--- src/rtl/regfile_pkg.sv ---
// regfile_pkg: shared register-file constants, writeback request type and address decode helper
package regfile_pkg;

    localparam logic [3:0] REG_PC  = 4'hF;
    localparam int         NUM_GPR = 15;

    typedef struct packed {
        logic [3:0]  addr;
        logic [31:0] data;
    } wb_req_t;

    function automatic logic [NUM_GPR-1:0] reg_onehot(input logic v, input logic [3:0] a);
        return (v && a != REG_PC) ? (NUM_GPR'(1) << a) : '0;
    endfunction

endpackage

--- src/rtl/wb_slot.sv ---
// wb_slot: one-entry writeback holding buffer, drained by grant and emptied by clear
module wb_slot #(
    parameter int DATA_W = 32
) (
    input  logic              clk,
    input  logic              rst,
    input  logic              in_valid,
    output logic              in_ready,
    input  logic [3:0]        in_addr,
    input  logic [DATA_W-1:0] in_data,
    input  logic              pop,
    input  logic              clear,
    output logic              full,
    output logic [3:0]        addr,
    output logic [DATA_W-1:0] data,
    output logic              full_nxt,
    output logic [3:0]        addr_nxt
);

    logic              full_q, full_d;
    logic [3:0]        addr_q, addr_d;
    logic [DATA_W-1:0] data_q, data_d;
    logic              load;

    always_comb begin
        in_ready = (!full_q || pop) && !clear;
        load     = in_valid && in_ready;
        full_d   = load || (full_q && !pop && !clear);
        addr_d   = load ? in_addr : addr_q;
        data_d   = load ? in_data : data_q;
    end

    always_ff @(posedge clk) begin
        if (rst) begin
            full_q <= 1'b0;
            addr_q <= '0;
            data_q <= '0;
        end else begin
            full_q <= full_d;
            addr_q <= addr_d;
            data_q <= data_d;
        end
    end

    assign full     = full_q;
    assign addr     = addr_q;
    assign data     = data_q;
    assign full_nxt = full_d;
    assign addr_nxt = addr_d;

endmodule

--- src/rtl/regfile_wb_arbiter.sv ---
// regfile_wb_arbiter: arbitrates EX and MEM writebacks onto the single register-file write port
module regfile_wb_arbiter
    import regfile_pkg::*;
#(
    parameter int STARVE_LIMIT = 4,
    parameter int DATA_W       = 32
) (
    input  logic               clk,
    input  logic               rst,
    input  logic               ex_valid,
    output logic               ex_ready,
    input  logic [3:0]         ex_addr,
    input  logic [DATA_W-1:0]  ex_data,
    input  logic               mem_valid,
    output logic               mem_ready,
    input  logic [3:0]         mem_addr,
    input  logic [DATA_W-1:0]  mem_data,
    input  logic               flush,
    output logic               WE3,
    output logic [3:0]         A3,
    output logic [DATA_W-1:0]  WD3,
    output logic               pc_wr_valid,
    output logic [DATA_W-1:0]  pc_wr_data,
    output logic [NUM_GPR-1:0] pend_mask
);

    localparam int SW = $clog2(STARVE_LIMIT + 1);

    logic              ex_full, mem_full, ex_full_nxt, mem_full_nxt;
    logic [3:0]        ex_addr_s, mem_addr_s, ex_addr_nxt, mem_addr_nxt;
    logic [DATA_W-1:0] ex_data_s, mem_data_s;
    logic              ex_win, mem_win, any_win;
    logic [3:0]        win_addr;
    logic [DATA_W-1:0] win_data;

    logic               ex_older_q, ex_older_d;
    logic [SW-1:0]      starve_q, starve_d;
    logic               we_q, we_d, pcv_q, pcv_d;
    logic [3:0]         a3_q, a3_d;
    logic [DATA_W-1:0]  wd3_q, wd3_d, pcd_q, pcd_d;
    logic [NUM_GPR-1:0] pend_q, pend_d;

    wb_slot #(.DATA_W(DATA_W)) u_ex_slot (
        .clk      (clk),
        .rst      (rst),
        .in_valid (ex_valid),
        .in_ready (ex_ready),
        .in_addr  (ex_addr),
        .in_data  (ex_data),
        .pop      (ex_win),
        .clear    (flush),
        .full     (ex_full),
        .addr     (ex_addr_s),
        .data     (ex_data_s),
        .full_nxt (ex_full_nxt),
        .addr_nxt (ex_addr_nxt)
    );

    wb_slot #(.DATA_W(DATA_W)) u_mem_slot (
        .clk      (clk),
        .rst      (rst),
        .in_valid (mem_valid),
        .in_ready (mem_ready),
        .in_addr  (mem_addr),
        .in_data  (mem_data),
        .pop      (mem_win),
        .clear    (1'b0),
        .full     (mem_full),
        .addr     (mem_addr_s),
        .data     (mem_data_s),
        .full_nxt (mem_full_nxt),
        .addr_nxt (mem_addr_nxt)
    );

    // Same-address pairs keep program order; otherwise MEM is favoured until EX has starved long enough.
    always_comb begin
        ex_win     = ex_full && !flush &&
                     (!mem_full || ((ex_addr_s == mem_addr_s) ? ex_older_q : (starve_q == SW'(STARVE_LIMIT))));
        mem_win    = mem_full && !ex_win;
        any_win    = ex_win || mem_win;
        win_addr   = ex_win ? ex_addr_s : mem_addr_s;
        win_data   = ex_win ? ex_data_s : mem_data_s;
        starve_d   = (!ex_full || flush || ex_win) ? '0 :
                     (starve_q == SW'(STARVE_LIMIT)) ? starve_q : starve_q + 1'b1;
        ex_older_d = (ex_valid && ex_ready) ? 1'b0 : (mem_valid && mem_ready) ? 1'b1 : ex_older_q;
        we_d       = any_win && win_addr != REG_PC;
        pcv_d      = any_win && win_addr == REG_PC;
        a3_d       = we_d ? win_addr : a3_q;
        wd3_d      = we_d ? win_data : wd3_q;
        pcd_d      = pcv_d ? win_data : pcd_q;
        pend_d     = reg_onehot(ex_full_nxt, ex_addr_nxt) | reg_onehot(mem_full_nxt, mem_addr_nxt) |
                     reg_onehot(we_d, a3_d);
    end

    always_ff @(posedge clk) begin
        if (rst) begin
            ex_older_q <= 1'b0;
            starve_q   <= '0;
            we_q       <= 1'b0;
            pcv_q      <= 1'b0;
            a3_q       <= '0;
            wd3_q      <= '0;
            pcd_q      <= '0;
            pend_q     <= '0;
        end else begin
            ex_older_q <= ex_older_d;
            starve_q   <= starve_d;
            we_q       <= we_d;
            pcv_q      <= pcv_d;
            a3_q       <= a3_d;
            wd3_q      <= wd3_d;
            pcd_q      <= pcd_d;
            pend_q     <= pend_d;
        end
    end

    assign WE3         = we_q;
    assign A3          = a3_q;
    assign WD3         = wd3_q;
    assign pc_wr_valid = pcv_q;
    assign pc_wr_data  = pcd_q;
    assign pend_mask   = pend_q;

endmodule

--- config.mk ---
export PLATFORM = sky130hd
export DESIGN_NAME = regfile_wb_arbiter
export DESIGN_NICKNAME = d
export VERILOG_FILES = /design/src/rtl/regfile_pkg.sv /design/src/rtl/wb_slot.sv /design/src/rtl/regfile_wb_arbiter.sv
export SDC_FILE = /design/constraint.sdc
export NUM_CORES = 1
export LEC_CHECK = 0
export CORE_MARGIN = 3
export CORE_UTILIZATION = 45
export CTS_CLUSTER_SIZE = 16
export DETAILED_ROUTE_END_ITERATION = 7
export GPL_TIMING_DRIVEN = 0
export MAX_ROUTING_LAYER = met4
export PLACE_DENSITY_LB_ADDON = 0.15
export SYNTH_ARGS = -nofsm -noshare
export SYNTH_HDL_FRONTEND = slang
export SYNTH_SLANG_ARGS = --single-unit
export TNS_END_PERCENT = 20
--- constraint.sdc ---
create_clock -name clk -period 2.5 [get_ports clk]
set_input_delay 0.5 -clock clk [delete_from_list [all_inputs] [get_ports clk]]
set_output_delay 0.5 -clock clk [all_outputs]
set_load 0.03 [all_outputs]
## After elaboration in Yosys (flattened, before gate mapping)

Cells that the tools add are included.
W data, S select, Z words.

- Bits in writable memories: 0
- Word-level logic and storage cells: 65
- Register bits: 163
- ROM bits: 0
- Memories: 0
- Input port bits: 77
- Bits in latches: 0

- Mux-type cells: 9
- Bitwise operators: 2
- Add/subtract/negate cells: 1
- Shifts and indexed selects: 3
- Multiply operators: 0
- Order comparisons: 0
- Eq/ne operators: 7
- Divide/modulo/power cells: 0
- Reductions and logical operators: 29

Operators with widths:

| operator | number |
|---|---|
| $mux W15 | 3 |
| $shl A1 B4 Y15 const A | 3 |
| $mux W32 | 1 |
| $or A15 B15 Y15 | 2 |
| $mux W4 | 4 |
| $ne A4 B4 Y1 const B | 4 |
| $logic_and A1 B1 Y1 | 14 |
| $logic_or A1 B1 Y1 | 8 |
| $logic_not A1 Y1 | 5 |
| $eq A4 B4 Y1 | 1 |
| $eq A4 B4 Y1 const B | 1 |
| $reduce_or A2 Y1 | 2 |
| $add A3 B1 Y3 const B | 1 |
| $eq A3 B3 Y1 const B | 1 |
| $mux W1 | 1 |

## Longest topological paths before layout

Gate-level depths: netlist of run 1.

- Word-level depth: 14
- Gate-level depth with buffers: 10

## Cells and area by module

A second synthesis of run 1 with hierarchy kept.

- Cells, all modules: 747
- Area total of the unflattened synthesis: 7,432.1 um2

By module, submodules not included:

| module | cells each | times used | area each (um2) |
|---|---|---|---|
| regfile_wb_arbiter | 413 | 1 | 4,048.9 |
| wb_slot | 167 | 2 | 1,691.6 |

## Worst setup path before layout of run 1

No wires, ideal clock.

- Path kind: flip-flop to flip-flop
- From: register u_mem_slot.addr_q[0], in the netlist u_mem_slot.addr[0]
- To: register pend_q[2], in the netlist pend_mask[2]
- Path slack: -0.099 ns
- Period minus slack after synthesis: 2.599 ns
- Buffers on the path: 1
- Required time: 2.364 ns
- Library setup time: 0.136 ns
- Cell stages (with the launch flop): 9
- Arrival time: 2.464 ns
- Cells stage by stage: dfxtp_1 > buf_6 > xor2_2 > nor4_4 > mux2i_2 > nand2_2 > mux2_2 > a211oi_1 > o32ai_1

- Word-level cells in the longest chain between the ends: 14

Ends and longest elaborated chain:

| what | line | source |
|---|---|---|
| start: declaration | wb_slot.sv:21 | `logic [3:0] addr_q, addr_d;` |
| start signal: assignment | wb_slot.sv:40 | `addr_q <= addr_d;` |
| $eq A4 B4 Y1 (*) | regfile_wb_arbiter.sv:78 | `(!mem_full \|\| ((ex_addr_s == mem_addr_s) ? ex_older_q : (starve_q == SW'(STARVE_LIMIT))));` |
| $mux W1 (*) | regfile_wb_arbiter.sv:78 |  |
| $logic_or A1 B1 Y1 (*) | regfile_wb_arbiter.sv:78 |  |
| $logic_and A1 B1 Y1 (*) | regfile_wb_arbiter.sv:77 | `ex_win = ex_full && !flush &&` |
| $logic_not A1 Y1 (*) | regfile_wb_arbiter.sv:79 | `mem_win = mem_full && !ex_win;` |
| $logic_and A1 B1 Y1 (*) | regfile_wb_arbiter.sv:79 |  |
| $logic_or A1 B1 Y1 (*) | wb_slot.sv:26 | `in_ready = (!full_q \|\| pop) && !clear;` |
| via mem_ready | regfile_wb_arbiter.sv:15 | `output logic mem_ready,` |
| $logic_and A1 B1 Y1 (*) | wb_slot.sv:27 | `load = in_valid && in_ready;` |
| $mux W4 | wb_slot.sv:29 | `addr_d = load ? in_addr : addr_q;` |
| $ne A4 B4 Y1 | regfile_pkg.sv:13 | `return (v && a != REG_PC) ? (NUM_GPR'(1) << a) : '0;` |
| $logic_and A1 B1 Y1 | regfile_pkg.sv:13 |  |
| $mux W15 (*) | regfile_pkg.sv:13 |  |
| $or A15 B15 Y15 (*) (2 in series) | regfile_wb_arbiter.sv:91 | `pend_d = reg_onehot(ex_full_nxt, ex_addr_nxt) \| reg_onehot(mem_full_nxt, mem_addr_nxt) \|` |
| end signal: assignment | regfile_wb_arbiter.sv:113 | `pend_q <= pend_d;` |
| end: declaration | regfile_wb_arbiter.sv:41 | `logic [NUM_GPR-1:0] pend_q, pend_d;` |

The timed path passes the listed nets; every way through them passes the cells marked *.
A chain may end at the register's enable or synchronous reset.

## Final worst setup path of run 1

- From: register u_mem_slot.addr_q[0], in the netlist u_mem_slot.addr[0]
- To: register pend_q[1], in the netlist pend_mask[1]

- Word-level cells in the longest chain between the ends: 14

Ends and longest elaborated chain:

| what | line |
|---|---|
| $eq A4 B4 Y1 | regfile_wb_arbiter.sv:78 |
| $mux W1 | regfile_wb_arbiter.sv:78 |
| $logic_or A1 B1 Y1 | regfile_wb_arbiter.sv:78 |
| $logic_and A1 B1 Y1 | regfile_wb_arbiter.sv:77 |
| $logic_not A1 Y1 | wb_slot.sv:28, regfile_wb_arbiter.sv:79 |
| $logic_and A1 B1 Y1 | regfile_wb_arbiter.sv:79 |
| $logic_or A1 B1 Y1 | wb_slot.sv:26 |
| $logic_and A1 B1 Y1 | wb_slot.sv:27 |
| $mux W4 | wb_slot.sv:29 |
| $ne A4 B4 Y1 | regfile_pkg.sv:13 |
| $logic_and A1 B1 Y1 | regfile_pkg.sv:13 |
| $mux W15 | regfile_pkg.sv:13 |
| $or A15 B15 Y15 | regfile_wb_arbiter.sv:91 |
| $or A15 B15 Y15 (*) | regfile_wb_arbiter.sv:91 |

Every way passes the cells marked *; elsewhere a longest branch is shown, timed or not.

==> flow_metrics.tcl, run 1 <==
set metrics [dict create \
    run_status "complete, but fails checks" \
    failed_checks "setup timing" \
    ir_drop_v 0.0005505 \
    p_leak_nw 3.505 \
    clk_pin_slew_worst_paths_ns 0.06 \
    dieArea_um2 17240 \
    synth_edf_count 0 \
    syn_area_um2 7067 \
    final-setup-viol-count 6 \
    fin_crit_sh 1.028 \
    path_delay_family "compound AO/OA/AOI/OAI gates" \
    relSlewSlack 0.5653 \
    cts_max_level 4 \
    drt-pass1-iter-count 5 \
    yosysTopAreaCell "dfxtp_1" \
    antenna_left 0 \
    max_freq_ghz 0.3892 \
    hold_ws_ns 0.4534 \
    finalMaxSlewViolations 0 \
    cts_buffers 17 \
    crit_slowest_cell "o41ai_4" \
    clk_latency_ns 0.43 \
    max_cap_violations 0 \
    path_cells "buf_6 > xor2_4 > o41ai_4 > o211a_4 > buf_4 > a41oi_1 > a32oi_2 > nand4_1 > a31oi_1" \
    finalHoldViolCount 0 \
    ys.warnings.count 0 \
    cp.required_ns 2.85 \
    critPathMaxStageDelay_ns 0.41 \
    worstMarginPinSlew_ns 0.6520 \
    rows 45 \
    grt_pass1_vias 6302 \
    die_x_um 131.3 \
    track_usage 0.2584 \
    start_kind "flip-flop" \
    antenna-diode-count 0 \
    final_common_cell "nand2_1" \
    antenna_found_initial 0 \
    synthCells 817 \
    power.density_nw_per_um2 633.6 \
    post-place-ws_ns -0.6755 \
    endpoint_kind "flip-flop" \
    finalCriticalPeriod_ns 2.570 \
    arrival_ns 2.92 \
    ios 164 \
    via_count 6729 \
    finClkSkew_ns 0.006091 \
    area_delta_synth_final_pct 42.72 \
    setup_slack_ns -0.06953 \
    nets 1097 \
    globalplace.congestion 0.9273 \
    path_max_fanout 10 \
    grt_overflow 0 \
    drive_gt1_frac 0.1659 \
    core_area_um2 15260 \
    drtIter0Drc 455 \
    final_cell_mix "nand2_1 (164), clkdlybuf4s50_1 (159), dfxtp_1 (156), nor2_1 (97), a21oi_1 (84)" \
    finalWirelength_mm 22.42 \
    cts.hold.buffers_added 0 \
    start_util 0.4631 \
    grt_max_degree 17 \
    drc 0 \
    fin_util 0.6610 \
    ys_async_sr_fraction 0 \
    tritoncts "yes" \
    path_buf_inv 2 \
    setup_tns_ns -0.1986 \
    min_path_type "reg -> reg" \
    yosys-top-cells-area "dfxtp_1 (46%), nand2_1 (8.8%), a211oi_1 (7.8%)" \
    avgSynthCellArea_um2 8.650 \
    clock_sinks 163 \
    synth_top_cell_area_share 0.4618 \
    port_buffers 161 \
    synth_fp_nets 896 \
    clock_tree.root_cell "clkbuf_16" \
    grt_setup_unrepaired "yes" \
    clockBufferDepth 2 \
    hpwl_mm 15.87 \
    wire_per_inst_um 18.05 \
    ys_seq_area_frac 0.4618 \
    synth-main-ff-cell "dfxtp_1" \
    viasPerCell 5.418 \
    ys_seq_elements 163 \
    grt_first_pass_wirelength_mm 34.41 \
    synth_cell_types 61 \
    crit_type "reg -> reg" \
    die-height_um 131.3 \
]
-- area by class of cell --
class                      count  area [um2]
tap                          211       264.0
sequential                   163        3272
inverter                       7       26.28
buffer                        64       407.9
clock inverter                13       147.6
multi-input combinational    583        3744
timing repair buffer         182        1782
fill                        1316        5172
clock buffer                  19       442.9
-- cell usage after synthesis (all sizes together) (2+ instances only) --
library cell	instances
nand2	167
dfxtp	163
nor2	99
a21oi	85
a211oi	73
mux2i	44
buf	38
clkbuf	26
nand2b	11
nor3	8
o21ai	8
inv	7
nand3	7
nor4	7
mux2	6
nand4	6
o22ai	6
nand3b	5
xnor2	5
o32ai	4
or3	4
xor2	4
a31oi	3
nor4b	3
o211ai	3
a21boi	2
a32o	2
a41oi	2
ha	2
nand4bb	2
nor3b	2
o211a	2
-- per-stage QoR --
stage,area [um2],instances,power [mW]
floorplan,7081,817,3.351
detailed placement,8956,1189,3.738
CTS,9799,1234,6.377
global route,10090,1242,6.603
global placement,8956,1189,3.732
finish,10090,1242,6.390
-- worst register-to-register path, stage by stage (launching register included) --
cell and delay (ns):
dfxtp_2 0.32, buf_6 0.14, xor2_4 0.17, o41ai_4 0.41
o211a_4 0.25, buf_4 0.22, a41oi_1 0.23, a32oi_2 0.37
nand4_1 0.16, a31oi_1 0.23
-- cells by family (layout without fill, tap and decap cells) --
kind of cell / after synthesis / after routing / synth area share
compound gates: 195 / 195 / 0.1893
xor+xnor: 9 / 9 / 0.01859
fa+ha+maj: 2 / 2 / 0.003541
buf+inv: 71 / 285 / 0.04993
flops: 163 / 163 / 0.4618
mux: 50 / 50 / 0.07348
simple gates: 327 / 327 / 0.2034
-- sequential cells by signal, summed over array words and instances, names as in the netlist, 3 cells and up --
name and cells:
u_ex_slot.addr 4, WD3 32, A3 4, u_mem_slot.data 32
pc_wr_data 32, u_ex_slot.data 32, pend_mask 15, u_mem_slot.addr 4
starve_q 3
-- where the power goes --
part | leakage [nW] | switching, mW | internal [mW] | total (mW)
registers | 1.33 | 0.0698 | 2.71 | 2.78
logic | 1.89 | 0.563 | 0.424 | 0.987
clock network | 0.282 | 1.11 | 1.51 | 2.62
total | 3.51 | 1.74 | 4.65 | 6.39
-- per-layer routing --
layer  GRT usage  wire [um]  up-vias
met2      0.3966      10420      249
met5           -          0        -
li1            -          -     3251
met1      0.3409       9989     3196
met3     0.06394       1673       33
met4     0.07526        341        0
-- worst paths after layout --
path / from / end / slack (ns) / cells past startpoint
worst max register to register: u_mem_slot.addr[0] / pend_mask[1] / -0.07 / 9
worst min-delay path: u_mem_slot.data[26] / u_mem_slot.data[26] / 0.45 / 2
worst min register to register: u_mem_slot.data[26] / u_mem_slot.data[26] / 0.45 / 2
worst max-delay path: u_mem_slot.addr[0] / pend_mask[1] / -0.07 / 9
-- what timing repair did --
action,4_1_cts,5_1_grt
cloned,0,1
pin swaps,17,14
endpoints found under the setup margin,145,132
setup buffers,13,7
resized for setup,50,63
Note: power is estimated with default switching activity, not from simulation.
==> run 2, diff against run 1 <==
--- a/config.mk
+++ b/config.mk
@@ -5,13 +5,16 @@
 export SDC_FILE = /design/constraint.sdc
 export NUM_CORES = 1
 export LEC_CHECK = 0
+export CAP_MARGIN = 40
 export CORE_MARGIN = 3
 export CORE_UTILIZATION = 45
 export CTS_CLUSTER_SIZE = 16
 export DETAILED_ROUTE_END_ITERATION = 7
 export GPL_TIMING_DRIVEN = 0
+export HOLD_SLACK_MARGIN = 0.12
 export MAX_ROUTING_LAYER = met4
 export PLACE_DENSITY_LB_ADDON = 0.15
+export SLEW_MARGIN = 20
 export SYNTH_ARGS = -nofsm -noshare
 export SYNTH_HDL_FRONTEND = slang
 export SYNTH_SLANG_ARGS = --single-unit
==> results of run 2 <==
The final DEF is identical to that of run 1; final timing and power are the same.
==> run 3, diff against run 2 <==
--- a/config.mk
+++ b/config.mk
@@ -18,4 +18,3 @@
 export SYNTH_ARGS = -nofsm -noshare
 export SYNTH_HDL_FRONTEND = slang
 export SYNTH_SLANG_ARGS = --single-unit
-export TNS_END_PERCENT = 20
==> constraint.sdc (replaced) <==
create_clock -name clk -period 2.5 [get_ports clk]
set_input_delay 0.5 -clock clk [delete_from_list [all_inputs] [get_ports clk]]
set_output_delay 0.5 -clock clk [all_outputs]
set_load 0.01 [all_outputs]
==> run 3 against run 2 <==
The flow still finishes with violations (setup timing). Critical path depth rose by 1. Hold slack got worse by 0.00061 ns. Design area rose by 0.87%. Global-route usage rose by 0.83 points. Register-to-register slack improved by 0.09 ns. Via count rose by 1.6%. Clock-buffer cell count fell by 1. Sequential share of layout area fell by 0.23 points. Power fell by 0.55%. Critical path type is now in -> reg.
==> flow_metrics.tcl, run 3 (synthesized netlist as in run 1, its figures left out) <==
set metrics [dict create \
    globalplace.congestion 0.9610 \
    final_cells 1245 \
    min_path_type "reg -> reg" \
    path_cells "clkdlybuf4s50_1 > nor2b_1 > buf_4 > nand3_1 > mux2i_4 > nand2_4 > buf_4 > mux2_2 > a211oi_1 > a21oi_2" \
    internal-power_mw 4.656 \
    die_x_um 131.3 \
    path_max_fanout 9 \
    tritoncts "yes" \
    arrival_ns 2.80 \
    area_delta_synth_final_pct 43.96 \
    switching_share 0.2674 \
    finalMaxSlewViolations 0 \
    placedCellCount 1189 \
    antenna_found_initial 0 \
    fin_crit_sh 1.007 \
    grt_overflow 0 \
    drive_gt1_frac 0.1654 \
    fin_util 0.6667 \
    setup_slack_ns -0.01693 \
    core_area_um2 15260 \
    die-height_um 131.3 \
    final_cell_mix "nand2_1 (163), clkdlybuf4s50_1 (159), dfxtp_1 (156), nor2_1 (96), a21oi_1 (84)" \
    run_status "complete, but fails checks" \
    hpwl_mm 15.90 \
    via_count 6839 \
    cts.hold.buffers_added 0 \
    p_total_mw 6.355 \
    p_leak_nw 3.542 \
    start_util 0.4631 \
    grt_setup_unrepaired "yes" \
    grt_max_degree 17 \
    hold_ws_ns 0.4528 \
    clk_latency_ns 0.43 \
    crit_type "in -> reg" \
    ir_drop_v 0.0004575 \
    antenna_left 0 \
    finalHoldViolCount 0 \
    failed_checks "setup timing" \
    final-setup-viol-count 1 \
    finalCriticalPeriod_ns 2.517 \
    drt-pass1-iter-count 5 \
    drc 0 \
    critPathMaxStageDelay_ns 0.51 \
    ff_latch_area_um2 3277 \
    p_seq_frac 0.439 \
    wire_per_inst_um 18.94 \
    max_cap_violations 0 \
    rows 45 \
    cp.required_ns 2.78 \
    finClkSkew_ns 0.01003 \
    track_usage 0.2667 \
    finalWirelength_mm 23.58 \
    clockBufferDepth 2 \
    p_switching_mw 1.699 \
    worstMarginPinSlew_ns 0.7143 \
    clock_sinks 163 \
    viasPerCell 5.493 \
    dieArea_um2 17240 \
    power.density_nw_per_um2 624.7 \
    clock_tree.root_cell "clkbuf_16" \
    cts_buffers 17 \
    crit_slowest_cell "clkdlybuf4s50_1" \
    power_frac_clock 0.415 \
    endpoint_kind "flip-flop" \
    port_buffers 161 \
    ios 164 \
    start_kind "input port" \
    grt_pass1_vias 6604 \
    drtIter0Drc 554 \
    crit_top_cell "buf_4" \
    grt_first_pass_wirelength_mm 35.88 \
    max_freq_ghz 0.3973 \
    multi_input_area_um2 3835 \
    final_common_cell "nand2_1" \
    cts_max_level 4 \
    comb_power_share 0.146 \
    nets 1100 \
    antenna-diode-count 0 \
    clk_pin_slew_worst_paths_ns 0.06 \
    fillers 1307 \
    relSlewSlack 0.5238 \
]
[run 3: routing by layer]
metal	global-route usage	part of all wire
met5	-	0
met4	0.1009	0.026
met3	0.06011	0.077
met2	0.4124	0.47
met1	0.3432	0.43
[run 3: per-stage QoR]
| stage | worst slack [ns] | area (um2) | TNS [ns] |
|---|---|---|---|
| 2_1_floorplan | 0.06512 | 7076 | 0 |
| 6_report | -0.01693 | 10170 | -0.01693 |
| 3_5_place_dp | -0.7026 | 8951 | -60.78 |
| 4_1_cts | 0.001430 | 9844 | 0 |
| 3_3_place_gp | -0.6677 | 8951 | -55.66 |
| 5_1_grt | -0.03848 | 10170 | -0.3485 |
[run 3: area by class of cell]
class,instances,area share
Multi-Input combinational cell,584,0.3770
Sequential cell,163,0.3221
Timing Repair Buffer,187,0.1791
Clock buffer,18,0.04317
Buffer,61,0.03567
Tap cell,211,0.02595
Clock inverter,14,0.01451
Inverter,7,0.002583
[run 3: power by group through the flow]
| stage | combinational [mW] | clock, mW | sequential [mW] |
|---|---|---|---|
| 3_5_place_dp | 0.826 | 0 | 2.83 |
| 6_report | 0.929 | 2.64 | 2.79 |
| 5_1_grt | 0.994 | 2.76 | 2.80 |
| 4_1_cts | 0.885 | 2.66 | 2.78 |
| 2_1_floorplan | 0.426 | 0 | 2.84 |
| 3_3_place_gp | 0.822 | 0 | 2.83 |
[run 3: path summary, 6_finish.rpt]
path / start / to / slack (ns) / depth (start not counted)
max: flush / pend_mask[6] / -0.02 / 10
min reg2reg: u_mem_slot.data[30] / u_mem_slot.data[30] / 0.45 / 2
min: u_mem_slot.data[30] / u_mem_slot.data[30] / 0.45 / 2
max reg2reg: u_mem_slot.addr[0] / pend_mask[6] / 0.02 / 7
[run 3: worst max-delay path, delay by kind of cell]
family | cells | cell delay [ns]
buffers and inverters | 3 | 0.87
muxes | 2 | 0.59
AOI/OAI and AO/OA | 2 | 0.45
and+or+nand+nor | 3 | 0.38
[run 3: repair_timing]
item | in CTS | in global routing
gates cloned | 0 | 4
gates resized for setup | 50 | 70
setup endpoints to repair | 146 | 126
pin swaps | 9 | 20
buffers inserted | 14 | 9
